==> src/rtl/uart_cmd_wrapper.sv <==
// Byte-side wrapper for a UART: packs three received bytes (MSB first) into a
// 24-bit command and sends single-byte responses back through the transmitter.
module uart_cmd_wrapper #(
  parameter int TIMEOUT = 100000
) (
  input  logic        clk,
  input  logic        rst_n,
  input  logic        rdy,
  input  logic [7:0]  rx_data,
  output logic        clr_rdy,
  input  logic        tx_done,
  output logic        trmt,
  output logic [7:0]  tx_data,
  output logic [23:0] cmd,
  output logic        cmd_rdy,
  input  logic        clr_cmd_rdy,
  input  logic [7:0]  resp,
  input  logic        send_resp,
  output logic        resp_sent
);

  localparam int GW = $clog2(TIMEOUT);
  localparam logic [GW-1:0] GAP_MAX = GW'(TIMEOUT - 1);

  typedef enum logic [1:0] {BYTE0, BYTE1, BYTE2} rx_state_t;
  typedef enum logic {TX_IDLE, TX_WAIT} tx_state_t;

  rx_state_t     rx_state;
  tx_state_t     tx_state;
  logic [7:0]    hold_hi;
  logic [7:0]    hold_mid;
  logic [GW-1:0] gap;
  logic          tx_done_q;
  logic          consume;

  // Requiring clr_rdy low keeps a byte from being taken twice while rdy falls.
  assign consume = rdy & ~clr_rdy;

  always_ff @(posedge clk or negedge rst_n) begin
    if (!rst_n) begin
      rx_state <= BYTE0;
      hold_hi  <= '0;
      hold_mid <= '0;
      gap      <= '0;
      cmd      <= '0;
      cmd_rdy  <= 1'b0;
      clr_rdy  <= 1'b0;
    end else begin
      clr_rdy <= consume;
      if (clr_cmd_rdy)
        cmd_rdy <= 1'b0;
      if (consume) begin
        gap <= '0;
        case (rx_state)
          BYTE0: begin
            hold_hi  <= rx_data;
            cmd_rdy  <= 1'b0;
            rx_state <= BYTE1;
          end
          BYTE1: begin
            hold_mid <= rx_data;
            rx_state <= BYTE2;
          end
          BYTE2: begin
            cmd      <= {hold_hi, hold_mid, rx_data};
            cmd_rdy  <= 1'b1;
            rx_state <= BYTE0;
          end
          default: rx_state <= BYTE0;
        endcase
      end else if (rx_state != BYTE0) begin
        // A stalled partial command is dropped so the next byte starts afresh.
        if (gap == GAP_MAX) begin
          gap      <= '0;
          rx_state <= BYTE0;
        end else begin
          gap <= gap + GW'(1);
        end
      end else begin
        gap <= '0;
      end
    end
  end

  // Completion is the 0->1 edge of tx_done, so a level left high by the
  // previous frame cannot end the wait early.
  always_ff @(posedge clk or negedge rst_n) begin
    if (!rst_n) begin
      tx_state  <= TX_IDLE;
      tx_data   <= '0;
      trmt      <= 1'b0;
      resp_sent <= 1'b0;
      tx_done_q <= 1'b0;
    end else begin
      tx_done_q <= tx_done;
      trmt      <= 1'b0;
      resp_sent <= 1'b0;
      case (tx_state)
        TX_IDLE: begin
          if (send_resp) begin
            tx_data  <= resp;
            trmt     <= 1'b1;
            tx_state <= TX_WAIT;
          end
        end
        TX_WAIT: begin
          if (tx_done && !tx_done_q) begin
            resp_sent <= 1'b1;
            tx_state  <= TX_IDLE;
          end
        end
        default: tx_state <= TX_IDLE;
      endcase
    end
  end

endmodule

==> config.mk <==
export PLATFORM = sky130hd
export DESIGN_NAME = uart_cmd_wrapper
export DESIGN_NICKNAME = d
export VERILOG_FILES = /design/src/rtl/uart_cmd_wrapper.sv
export SDC_FILE = /design/constraint.sdc
export NUM_CORES = 1
export LEC_CHECK = 0
export ABC_AREA = 1
export CAP_MARGIN = 15
export CELL_PAD_IN_SITES_DETAIL_PLACEMENT = 1
export CELL_PAD_IN_SITES_GLOBAL_PLACEMENT = 1
export CORE_MARGIN = 8
export CORE_UTILIZATION = 50
export CTS_BUF_LIST = sky130_fd_sc_hd__clkbuf_2
export DETAILED_ROUTE_END_ITERATION = 6
export DONT_BUFFER_PORTS = 1
export PLACE_DENSITY = 0.83
export SKIP_CTS_REPAIR_TIMING = 1
export SYNTH_ARGS = -nofsm -noshare
export SYNTH_HDL_FRONTEND = slang
export SYNTH_SLANG_ARGS = --single-unit
==> constraint.sdc <==
create_clock -name clk -period 1.7 [get_ports clk]
set_input_delay 0.17 -clock clk [delete_from_list [all_inputs] [get_ports clk]]
set_output_delay 0.17 -clock clk [all_outputs]
set_load 0.005 [all_outputs]
* Word level (Yosys, flattened, before mapping)
Index checks and enable logic that the tools add are counted.
** Storage, ports and cells
- Register bits :: 73
- Input port bits :: 22
- Output and inout bits :: 36
- Word-level logic and storage cells :: 46
** Cells by class
- Add/sub/neg operators :: 1
- Equality and inequality tests :: 3
- Muxes and demuxes :: 16
- Bitwise logic cells :: 3
- Reduce and logical (&&, ||, !) cells :: 11
** Operators with widths (count)
- $mux W17 :: 3
- $add A17 B1 Y17 const B :: 1
- $eq A17 B17 Y1 const B :: 1
- $reduce_and A2 Y1 :: 5
- $mux W1 :: 7
- $mux W2 :: 3
- $reduce_bool A2 Y1 :: 3
- $pmux W1 S2 :: 2
- $pmux W2 S2 :: 1
- $eq A2 B1 Y1 const B :: 1
- $eq A2 B2 Y1 const B :: 1
- $logic_not A2 Y1 :: 1
- $not A1 Y1 :: 2
- $and A1 B1 Y1 :: 1
- $logic_and A1 B1 Y1 :: 1
- $logic_not A1 Y1 :: 1

* Depth between registers and ports, before layout
Gate-level depths: netlist (run 1).
- Depth in word-level cells :: 4
- Gate-level depth with buffers :: 9
- Mapped depth without buffers :: 9

* Least setup slack after synthesis (run 1)
Ideal clock, no wire load.
- Path kind :: reg-to-reg
- Start point :: register gap[0]
- End point :: register gap[5]
- Setup time :: 0.121 ns
- Data arrival time :: 1.217 ns
- Required time :: 1.579 ns
- Setup slack :: 0.362 ns
- Cell stages (with the launch flop) :: 8
- Path buffers :: 1
- Clock period less this slack :: 1.338 ns
- Cell sequence :: dfrtp_1 ha_1 nand3_2 nor2_2 nand3_2 nand3_4 buf_12 nor2_2
** Between the ends
- Word-level cells in the longest chain between the ends :: 4
- Elaborated cells on any way between the ends :: 5
- Classes of those cells :: 1 x add/sub; 1 x eq/ne; 3 x mux
** Ends and longest elaborated chain
- from (decl) :: line 32 : logic [GW-1:0] gap;
- from (signal assigned) :: line 77 : gap <= gap + GW'(1);
- $add A17 B1 Y17 or $eq A17 B17 Y1 (tied branches) :: line 77, 73
- $mux W17 * :: line 73 : if (gap == GAP_MAX) begin
- $mux W17 * :: line 71 : end else if (rx_state != BYTE0) begin
- $mux W17 * :: line 52 : if (consume) begin
Mark *: on every way between the ends. The rest lies on a longest branch, timed or not.
A chain may end at the register's enable or synchronous reset.

* Worst setup path after layout (run 1)
- Start point :: register gap[0]
- End point :: register gap[15]
The elaborated chain is that of the path after synthesis.

==> results of run 1 <==
==> path summary, 6_finish.rpt <==
check	start	endpoint	depth (start not counted)
worst max register to register	gap[0]	gap[15]	6
worst min register to register	tx_done_q	resp_sent	1
max in group asynchronous	rst_n	hold_mid[2]	2
min in group asynchronous	rst_n	gap[14]	2
worst max-delay path	gap[0]	gap[15]	6
worst min-delay path	send_resp	tx_data[2]	3
==> state kept, by name (all words and copies together) (netlist names), 2 cells and up <==
name      cells
tx_data       8
hold_hi       8
gap          17
rx_state      2
hold_mid      8
cmd          24
==> per-layer routing <==
layer  routed length [µm]  track usage, %  vias up
li1                     -               -     1132
met3                  587            6.40       11
met2                 3590            25.3       52
met1                 3320            21.3     1184
met5                    0               0        -
met4                   99            6.40        0
==> power by group through the flow <==
stage | Combinational (µW) | Clock, µW | Sequential [µW]
2_1_floorplan | 863 | 0 | 2650
5_1_grt | 1190 | 1200 | 2860
3_3_place_gp | 889 | 0 | 2790
3_5_place_dp | 954 | 0 | 2830
6_report | 1030 | 1090 | 2780
4_1_cts | 963 | 1110 | 2790
==> through the flow <==
| stage | hold WS (ps) | cell area, µm² | instances | utilization [%] | total power, µW |
|---|---|---|---|---|---|
| 4_1_cts | -704 | 3350 | 428 | 53.4 | 4860 |
| 5_1_grt | 21.9 | 3590 | 450 | 57.2 | 5250 |
| 3_3_place_gp | -123 | 3220 | 413 | 51.3 | 3680 |
| 6_report | 58.1 | 3590 | 450 | 57.2 | 4900 |
| 3_5_place_dp | -123 | 3220 | 413 | 51.3 | 3780 |
| 2_1_floorplan | -126 | 3200 | 343 | - | 3510 |
==> placed cells by master (no fill, tap or decap), types with 2 or more instances in the layout <==
master	count
sky130_fd_sc_hd__dlygate4sd3_1	21
sky130_fd_sc_hd__nand3_1	23
sky130_fd_sc_hd__clkinv_1	2
sky130_fd_sc_hd__nor2_1	29
sky130_fd_sc_hd__nand2_2	6
sky130_fd_sc_hd__nand4_1	3
sky130_fd_sc_hd__bufinv_16	2
sky130_fd_sc_hd__nand2_1	117
sky130_fd_sc_hd__nor2_8	2
sky130_fd_sc_hd__o21bai_1	6
sky130_fd_sc_hd__o21ai_2	8
sky130_fd_sc_hd__inv_1	19
sky130_fd_sc_hd__o21ai_1	3
sky130_fd_sc_hd__buf_4	2
sky130_fd_sc_hd__clkbuf_2	9
sky130_fd_sc_hd__clkinv_2	3
sky130_fd_sc_hd__dfrtp_1	73
sky130_fd_sc_hd__nor2_2	13
sky130_fd_sc_hd__xnor2_1	2
sky130_fd_sc_hd__nand3_2	2
sky130_fd_sc_hd__xor2_1	5
sky130_fd_sc_hd__o21ai_0	13
==> area by class of cell <==
cell class	count	area, µm²
Clock buffer	9	45.0
Tap cell	77	96.3
Multi-Input combinational cell	239	1200
Sequential cell	73	1830
Fill cell	742	2690
Inverter	22	86.3
Clock inverter	6	82.6
Timing Repair Buffer	24	253
==> worst max-delay path: cells and delay by family, from the launching register on <==
kind | cells | cell delay [ps]
AND/OR/NAND/NOR | 5 | 700
adder cells (fa/ha/maj) | 1 | 260
flip-flops | 1 | 460
==> cell families after synthesis <==
| family | after synthesis | share of synthesized area, % |
|---|---|---|
| AO/OA/AOI/OAI | 31 | 6.33 |
| XOR/XNOR | 7 | 1.92 |
| adder cells (fa/ha/maj) | 1 | 0.391 |
| buffers and inverters | 31 | 5.47 |
| flip-flops | 73 | 57.1 |
| AND/OR/NAND/NOR | 200 | 28.8 |
==> results.py, run 1 <==
metrics = {
    "sta": {
        "unrepaired_setup_endpoints_after_global_routing": "false",
        "final.period_utilization_pct": 88.6,
        "fin_worst_skew_ps": 21.6,
        "report.final.hold_viol_count": 0,
        "setup_violations": 0,
        "slew_viol_final": 0,
        "tmin_final_ps": 1510,
        "slew-limit-headroom_pct": 71.8,
        "setup_slack_ps": 194,
        "max_clock_freq_mhz": 664,
        "timing.setup.tns_ps": 0,
        "timing_worst_slew_pin_value_ps": 423,
    },
    "cts": {
        "max-clock-path-buffers": 2,
        "tritoncts_buffers": 9,
        "clockRootBuffer": "sky130_fd_sc_hd__clkbuf_2",
        "cts_tree": "done",
        "cts.sink_count": 73,
        "clock_pin_transition_on_the_worst_setup_and_hold_timing_paths_ps": 190,
        "htree_levels": 3,
        "clk_latency_ps": 480,
    },
    "synthesis": {
        "synthTopCellsByCount": "117 x sky130_fd_sc_hd__nand2_1, 73 x sky130_fd_sc_hd__dfrtp_1, 29 x sky130_fd_sc_hd__nor2_1, 23 x sky130_fd_sc_hd__nand3_1, 19 x sky130_fd_sc_hd__inv_1",
        "ys_dominant_reg_cell": "sky130_fd_sc_hd__dfrtp_1",
        "async_flop_share_pct": 100,
        "syn_nets": 366,
        "synth_most_common_cell": "sky130_fd_sc_hd__nand2_1",
        "ys_types": 31,
        "netlist_area_mm2": 0.00320,
        "synth-seq-cells": 73,
        "ys.warnings.count": 0,
        "synth_sequential_area_ratio_pct": 57.1,
        "post_synth_main_area_contributors": "sky130_fd_sc_hd__dfrtp_1 57%, sky130_fd_sc_hd__nand2_1 14%, sky130_fd_sc_hd__nand3_1 3.6%, sky130_fd_sc_hd__nor2_1 3.4%, sky130_fd_sc_hd__nor2_2 2.5%",
        "synth_largest_area_cell": "sky130_fd_sc_hd__dfrtp_1",
        "postSynthCellCount": 343,
        "post_synthesis_mean_instance_area_um2": 9.33,
        "yosysTopAreaCellShare_pct": 57.1,
        "synth_enable_flop_cells": 0,
    },
    "setup_path": {
        "crit_path_category": "flip-flop to flip-flop",
        "critPathMaxFanout": 17,
        "required_ps": 2070,
        "slowest_stage": "sky130_fd_sc_hd__dfrtp_1",
        "crit_path_start_kind": "flip-flop",
        "crit_chain": "ha_1, nand3_2, nor2_2, nand3_2, nand3_4, nor2_1",
        "critical-path-top-cell-by-count": "sky130_fd_sc_hd__nand3_2",
        "worst-r2r-setup-slack_ps": 190,
        "worst_setup_path_end_kind": "flip-flop",
        "critical_path.max_stage_delay_ps": 460,
        "worst-endpoint-arrival_ps": 1880,
    },
    "drt": {
        "drc_errors": 0,
        "route.vias.total": 2379,
        "wirelength_um": 7600,
        "postRouteAntennaNets": 0,
        "avgRoutedWirePerCell_um": 16.9,
        "first_pass_iters": 4,
        "post_drt_via_cell_ratio": 5.29,
        "dr.first_iter.drc_count": 91,
    },
    "floorplanning": {
        "die-area_mm2": 0.00922,
        "start_util_pct": 51.0,
        "fp-row-count": 29,
        "die_y_um": 96.0,
        "floorplan.die.width_um": 96.0,
        "placeableCoreArea_mm2": 0.00628,
        "top_level_ports": 58,
    },
    "status": {
        "outcome": "complete, no violations",
    },
    "flow_run": {
        "max-cap-violations": 0,
    },
    "grt": {
        "number_of_antenna_violations_at_the_first_check_in_global_routing": 0,
        "grt_remaining_overflow": 0,
        "global_route.usage.total_pct": 16.7,
        "grt_first_pass_wirelength_um": 11900,
        "largest_net_degree_at_the_start_of_global_routing": 74,
        "grt_pass1_vias": 2409,
    },
    "power": {
        "power-per-cell-area_mw_per_mm2": 1370,
        "netSwitchingFraction_pct": 35.7,
        "power_leakage_uw": 0.00172,
        "combinationalPowerShare_pct": 21.0,
        "peakVddDrop_v": 0.000916,
        "total_switching_power_uw": 1750,
        "power.share.sequential_pct": 56.7,
        "p_int_uw": 3150,
        "clkPwrFrac_pct": 22.3,
    },
    "placement": {
        "routabilityCongestion": 0.776,
        "hpwl_reported_at_the_end_of_detailed_placement_um": 5070,
        "dp_worst_setup_slack_ps": 199,
        "io_buffer_count": 0,
    },
    "final_layout": {
        "final_net_count": 392,
        "area_delta_synth_final_pct": 12.1,
        "n_antenna_cell": 0,
        "final_layout_size_suffix_gt1_share_pct": 14.2,
    },
    "worst_hold_path": {
        "min_path_type": "input port to flip-flop",
    },
}
(Power assumes the default switching activity.)
==> inputs of run 2 (changes only) <==
--- a/config.mk
+++ b/config.mk
@@ -9,9 +9,11 @@
 export CAP_MARGIN = 15
 export CELL_PAD_IN_SITES_DETAIL_PLACEMENT = 1
 export CELL_PAD_IN_SITES_GLOBAL_PLACEMENT = 1
+export CORE_ASPECT_RATIO = 0.5
 export CORE_MARGIN = 8
 export CORE_UTILIZATION = 50
 export CTS_BUF_LIST = sky130_fd_sc_hd__clkbuf_2
+export CTS_CLUSTER_SIZE = 10
 export DETAILED_ROUTE_END_ITERATION = 6
 export DONT_BUFFER_PORTS = 1
 export PLACE_DENSITY = 0.83
==> run 2 against run 1 <==
Sequential power about the same. Clock power decreased by 28%. Global-route usage is 0.53 points lower. Die area is 1.7% higher. Flip-flop and latch count stayed put. Wire length is essentially flat. Power down 6.6%. Critical path type unchanged. Critical endpoint unchanged.
==> results.py, run 2 (synthesis gave the netlist of run 1 again) <==
metrics = {
    "grt": {
        "number_of_antenna_violations_at_the_first_check_in_global_routing": 0,
        "largest_net_degree_at_the_start_of_global_routing": 74,
        "global_route.usage.total_pct": 16.2,
        "grt_pass1_vias": 2420,
        "grt_remaining_overflow": 0,
        "grt_first_pass_wirelength_um": 12000,
    },
    "power": {
        "combinationalPowerShare_pct": 22.1,
        "power_leakage_uw": 0.00169,
        "clkPwrFrac_pct": 17.1,
        "total_switching_power_uw": 1710,
        "p_int_uw": 2860,
        "netSwitchingFraction_pct": 37.5,
        "power-per-cell-area_mw_per_mm2": 1290,
        "peakVddDrop_v": 0.000783,
        "power.share.sequential_pct": 60.9,
        "design_power_total_uw": 4580,
    },
    "floorplanning": {
        "placeableCoreArea_mm2": 0.00613,
        "die-area_mm2": 0.00937,
        "start_util_pct": 52.2,
        "fp-row-count": 20,
        "top_level_ports": 58,
        "floorplan.die.width_um": 129,
        "die_y_um": 72.6,
    },
    "sta": {
        "report.final.hold_viol_count": 0,
        "final.period_utilization_pct": 89.1,
        "tmin_final_ps": 1510,
        "fin_worst_skew_ps": 30.6,
        "timing.setup.tns_ps": 0,
        "timing_worst_slew_pin_value_ps": 469,
        "setup_violations": 0,
        "slew_viol_final": 0,
        "slew-limit-headroom_pct": 68.7,
        "unrepaired_setup_endpoints_after_global_routing": "false",
        "max_clock_freq_mhz": 660,
    },
    "setup_path": {
        "crit_path_category": "flip-flop to flip-flop",
        "setup.worst_path.start": "gap[0]",
        "critical_path.max_stage_delay_ps": 450,
        "slowest_stage": "sky130_fd_sc_hd__dfrtp_1",
        "regToRegStartpoint": "gap[0]",
        "critical-path-top-cell-by-count": "sky130_fd_sc_hd__nand3_2",
        "worst_setup_path_end_kind": "flip-flop",
        "critical_path_buf_inv_count": 0,
        "critical-path-top-delay-family": "simple AND/OR/NAND/NOR gates",
        "worst-endpoint-arrival_ps": 1890,
        "crit_chain": "ha_1, nand3_2, nor2_2, nand3_2, nand3_4, nor2_1",
        "required_ps": 2080,
        "crit_path_start_kind": "flip-flop",
        "critPathMaxFanout": 17,
    },
    "drt": {
        "postRouteAntennaNets": 0,
        "met3_wirelength_um": 502,
        "dr.first_iter.drc_count": 147,
        "wirelength_um": 7600,
        "avgRoutedWirePerCell_um": 16.5,
        "route.vias.total": 2348,
        "post_drt_via_cell_ratio": 5.08,
        "drc_errors": 0,
        "routed_length_on_met2_um": 3790,
        "route.top_layer_used": "met4",
        "wirelength_met1_um": 3220,
        "first_pass_iters": 4,
    },
    "final_layout": {
        "final_net_count": 392,
        "largest_register": "cmd",
        "largestRegisters": "cmd: 24 flops, gap: 17 flops",
        "final_layout_size_suffix_gt1_share_pct": 13.9,
        "final-seq-area_mm2": 0.00183,
        "fillCellCount": 702,
        "area_delta_synth_final_pct": 11.2,
        "layout_common_cells": "117 x sky130_fd_sc_hd__nand2_1, 73 x sky130_fd_sc_hd__dfrtp_1, 29 x sky130_fd_sc_hd__nor2_1",
        "multiInputGateArea_mm2": 0.00120,
        "largest_register_ffs": 24,
        "layout_commonest_cell": "sky130_fd_sc_hd__nand2_1",
        "n_antenna_cell": 0,
    },
    "cts": {
        "htree_levels": 3,
        "clockRootBuffer": "sky130_fd_sc_hd__clkbuf_2",
        "clock_pin_transition_on_the_worst_setup_and_hold_timing_paths_ps": 180,
        "cts_tree": "done",
        "cts.sink_count": 73,
        "tritoncts_buffers": 9,
        "max-clock-path-buffers": 2,
        "clk_latency_ps": 500,
    },
    "placement": {
        "io_buffer_count": 0,
        "hpwl_reported_at_the_end_of_detailed_placement_um": 5110,
        "routabilityCongestion": 0.748,
    },
    "status": {
        "outcome": "complete, no violations",
    },
    "worst_hold_path": {
        "min_path_type": "input port to asynchronous set/reset pin",
    },
    "flow_run": {
        "max-cap-violations": 0,
    },
}
[run 2: metal layers]
layer / up-vias / GRT usage [%]
met5: - / 0
met2: 44 / 27.1
met4: 0 / 5.03
met1: 1154 / 18.3
met3: 10 / 7.36
li1: 1140 / -
[run 2: cell type report]
class	instances	share of cell area, %
Clock inverter	6	0.984
Sequential cell	73	51.3
Tap cell	88	3.09
Inverter	22	2.43
Multi-Input combinational cell	239	33.7
Timing Repair Buffer	24	7.10
Clock buffer	10	1.41
[run 2: final timing paths]
path,end,cells after the start,slack [ps]
hold / removal,gap[1],2,220
setup reg to reg,gap[15],6,190
hold reg to reg,resp_sent,1,430
max in group asynchronous,gap[14],2,1160
min in group clk,tx_done_q,1,240
setup / recovery,gap[15],6,190
[run 2: worst reg2reg max path, stage by stage, from the launching register on]
cell	delay, ps
sky130_fd_sc_hd__dfrtp_1	450
sky130_fd_sc_hd__ha_1	240
sky130_fd_sc_hd__nand3_2	110
sky130_fd_sc_hd__nor2_2	140
sky130_fd_sc_hd__nand3_2	130
sky130_fd_sc_hd__nand3_4	240
sky130_fd_sc_hd__nor2_1	100
[run 2: stage by stage]
| step | hold slack [ps] | instances | setup WS [ps] | area (µm²) | util, % |
|---|---|---|---|---|---|
| CTS | -725 | 440 | 161 | 3320 | 54.2 |
| floorplan | -126 | 343 | 362 | 3200 | - |
| finish | 217 | 462 | 185 | 3560 | 58.1 |
| detailed placement | -123 | 424 | 193 | 3240 | 52.8 |
| global route | 180 | 462 | 20.0 | 3560 | 58.1 |
| global placement | -123 | 424 | 284 | 3240 | 52.8 |
[run 2: power by group through the flow]
stage          logic, µW  registers [µW]  clock network [µW]
2_1_floorplan        863            2650                   0
3_3_place_gp         858            2810                   0
3_5_place_dp         933            2840                   0
4_1_cts              934            2800                 814
5_1_grt             1170            2870                 876
6_report            1010            2790                 781
==> inputs of run 3 (changes only) <==
--- a/config.mk
+++ b/config.mk
@@ -6,16 +6,17 @@
 export NUM_CORES = 1
 export LEC_CHECK = 0
 export ABC_AREA = 1
+export BUFFER_PORTS_ARGS = -buffer_cell sky130_fd_sc_hd__buf_4
 export CAP_MARGIN = 15
 export CELL_PAD_IN_SITES_DETAIL_PLACEMENT = 1
 export CELL_PAD_IN_SITES_GLOBAL_PLACEMENT = 1
 export CORE_ASPECT_RATIO = 0.5
 export CORE_MARGIN = 8
-export CORE_UTILIZATION = 50
+export CORE_UTILIZATION = 44
 export CTS_BUF_LIST = sky130_fd_sc_hd__clkbuf_2
 export CTS_CLUSTER_SIZE = 10
 export DETAILED_ROUTE_END_ITERATION = 6
-export DONT_BUFFER_PORTS = 1
+export GPL_TIMING_DRIVEN = 0
 export PLACE_DENSITY = 0.83
 export SKIP_CTS_REPAIR_TIMING = 1
 export SYNTH_ARGS = -nofsm -noshare
==> run 3 against run 2 <==
Sequential power is 4% lower. Critical path depth is 1 higher. Maximum frequency is 3.5% lower. Global-route usage is 1.3 points higher. Count of clock-buffer cells in the layout is 1 higher. Via count is 13% higher. First-iteration DRC count is 31% lower. Clock skew is 2.9 ps lower. Power is 16% higher. Combinational power is 77% higher. Utilization is 1.8 points lower. Flip-flop and latch count stayed put. Largest cell class unchanged.
==> results.py, run 3 (synthesis gave the netlist of run 1 again) <==
metrics = {
    "setup_path": {
        "r2r_cells": 7,
        "crit_chain": "ha_1, nand3_2, nor2_2, nand3_2, nand3_4, buf_12, nor2_2",
        "critical_path_buf_inv_count": 1,
        "worst-endpoint-arrival_ps": 2000,
        "required_ps": 2130,
        "crit_path_start_kind": "flip-flop",
        "worstReg2RegEnd": "gap[4]",
        "worst_setup_path_end_kind": "flip-flop",
        "crit_path_category": "flip-flop to flip-flop",
        "critical_path.max_stage_delay_ps": 470,
        "setup.worst_path.start": "gap[0]",
        "critPathMaxFanout": 10,
        "slowest_stage": "sky130_fd_sc_hd__dfrtp_1",
        "worst-r2r-setup-slack_ps": 130,
        "regToRegStartpoint": "gap[0]",
        "critical-path-top-delay-family": "simple AND/OR/NAND/NOR gates",
    },
    "final_layout": {
        "largestRegisters": "cmd: 24 flops, gap: 17 flops",
        "layout_commonest_cell": "sky130_fd_sc_hd__nand2_1",
        "layout_common_cells": "117 x sky130_fd_sc_hd__nand2_1, 73 x sky130_fd_sc_hd__dfrtp_1, 59 x sky130_fd_sc_hd__buf_4",
        "layout_utilization_pct": 56.3,
        "final_net_count": 455,
        "area_delta_synth_final_pct": 26.4,
        "fillCellCount": 849,
        "multiInputGateArea_mm2": 0.00120,
        "largest_register_ffs": 24,
        "final_layout_size_suffix_gt1_share_pct": 26.6,
        "final-seq-area_mm2": 0.00183,
        "n_antenna_cell": 0,
        "largest_register": "cmd",
    },
    "sta": {
        "setup_violations": 0,
        "slew_viol_final": 0,
        "fin_worst_skew_ps": 27.7,
        "timing_worst_slew_pin_value_ps": 946,
        "max_clock_freq_mhz": 637,
        "final.period_utilization_pct": 92.4,
        "timing.setup.tns_ps": 0,
        "report.final.hold_viol_count": 0,
        "unrepaired_setup_endpoints_after_global_routing": "false",
        "tmin_final_ps": 1570,
        "slew-limit-headroom_pct": 37.0,
    },
    "floorplanning": {
        "die-area_mm2": 0.0104,
        "top_level_ports": 58,
        "die_y_um": 76.3,
        "fp-row-count": 22,
        "floorplan.die.width_um": 137,
        "start_util_pct": 44.5,
        "placeableCoreArea_mm2": 0.00718,
    },
    "drt": {
        "route.vias.total": 2663,
        "dr.first_iter.drc_count": 102,
        "post_drt_via_cell_ratio": 5.01,
        "wirelength_um": 9140,
        "first_pass_iters": 4,
        "drc_errors": 0,
        "postRouteAntennaNets": 0,
        "avgRoutedWirePerCell_um": 17.2,
    },
    "flow_run": {
        "max-cap-violations": 0,
    },
    "cts": {
        "cts.sink_count": 73,
        "htree_levels": 3,
        "max-clock-path-buffers": 2,
        "clockRootBuffer": "sky130_fd_sc_hd__clkbuf_2",
        "cts_tree": "done",
        "clock_pin_transition_on_the_worst_setup_and_hold_timing_paths_ps": 200,
        "tritoncts_buffers": 9,
        "clk_latency_ps": 540,
    },
    "power": {
        "power-per-cell-area_mw_per_mm2": 1310,
        "peakVddDrop_v": 0.000619,
        "power_leakage_uw": 0.00201,
        "design_power_total_uw": 5310,
    },
    "grt": {
        "grt_remaining_overflow": 0,
        "grt_first_pass_wirelength_um": 14400,
        "largest_net_degree_at_the_start_of_global_routing": 74,
        "number_of_antenna_violations_at_the_first_check_in_global_routing": 0,
        "grt_pass1_vias": 2867,
        "global_route.usage.total_pct": 17.5,
    },
    "placement": {
        "hpwl_reported_at_the_end_of_detailed_placement_um": 6310,
        "routabilityCongestion": 0.785,
        "io_buffer_count": 57,
    },
    "worst_hold_path": {
        "min_path_type": "input port to asynchronous set/reset pin",
    },
    "status": {
        "outcome": "complete, no violations",
    },
}
==> run 3: changes by cell type in the layout (fill, tap and decap cells not counted) <==
cell and change:
sky130_fd_sc_hd__buf_12 +1, sky130_fd_sc_hd__buf_16 -1, sky130_fd_sc_hd__clkbuf_2 +1, sky130_fd_sc_hd__buf_2 +1, sky130_fd_sc_hd__clkinv_2 +1, sky130_fd_sc_hd__clkinv_1 -3
sky130_fd_sc_hd__clkbuf_1 +1, sky130_fd_sc_hd__buf_6 +4, sky130_fd_sc_hd__clkinvlp_4 -2, sky130_fd_sc_hd__buf_4 +57, sky130_fd_sc_hd__clkinv_4 +2
==> run 3: area by class of cell <==
cell class | count | area share (%)
buffer | 9 | 2.20
clock buffer | 11 | 1.36
clock inverter | 4 | 0.773
inverter | 22 | 2.13
multi-input combinational | 239 | 29.6
sequential | 73 | 45.2
tap | 96 | 2.97
timing repair buffer | 78 | 15.8
==> run 3: how the worst max path moves through the flow <==
stage                     endpoint  cells past startpoint  slack, ps
final                       gap[4]                      7        130
after global routing        gap[4]                      7         30
after CTS                   gap[4]                      7        100
after detailed placement    gap[7]                      7        140
after global placement      gap[6]                      7        230
after floorplan             gap[5]                      7        360
==> run 3: per-layer routing <==
layer / up-vias / global-route usage (%) / part of all wire (%)
met4: 0 / 4.57 / 1.1
met5: - / 0 / 0
met2: 50 / 31.0 / 54
li1: 1261 / - / -
met3: 13 / 7.43 / 5.4
met1: 1339 / 18.7 / 40
==> run 3: worst reg2reg max path, delay by kind of cell (launching register included) <==
| kind | cells | cell delay [ps] |
|---|---|---|
| simple gates | 5 | 590 |
| fa+ha+maj | 1 | 260 |
| flops | 1 | 470 |
| buf+inv | 1 | 160 |
==> run 3: metrics by stage <==
stage / hold slack [ps] / cells / cell area (µm²) / setup WS [ps]
global route: 253 / 532 / 4050 / 32.0
CTS: -309 / 511 / 3830 / 105
detailed placement: 292 / 496 / 3750 / 144
finish: 269 / 532 / 4050 / 130
global placement: 287 / 496 / 3750 / 232
floorplan: -126 / 343 / 3200 / 362
==> run 3: power breakdown <==
| part | switching, µW | total, µW | internal, µW |
|---|---|---|---|
| sequential | 399 | 2680 | 2280 |
| combinational | 918 | 1790 | 869 |
| clock | 641 | 843 | 203 |
| total | 1960 | 5310 | 3350 |
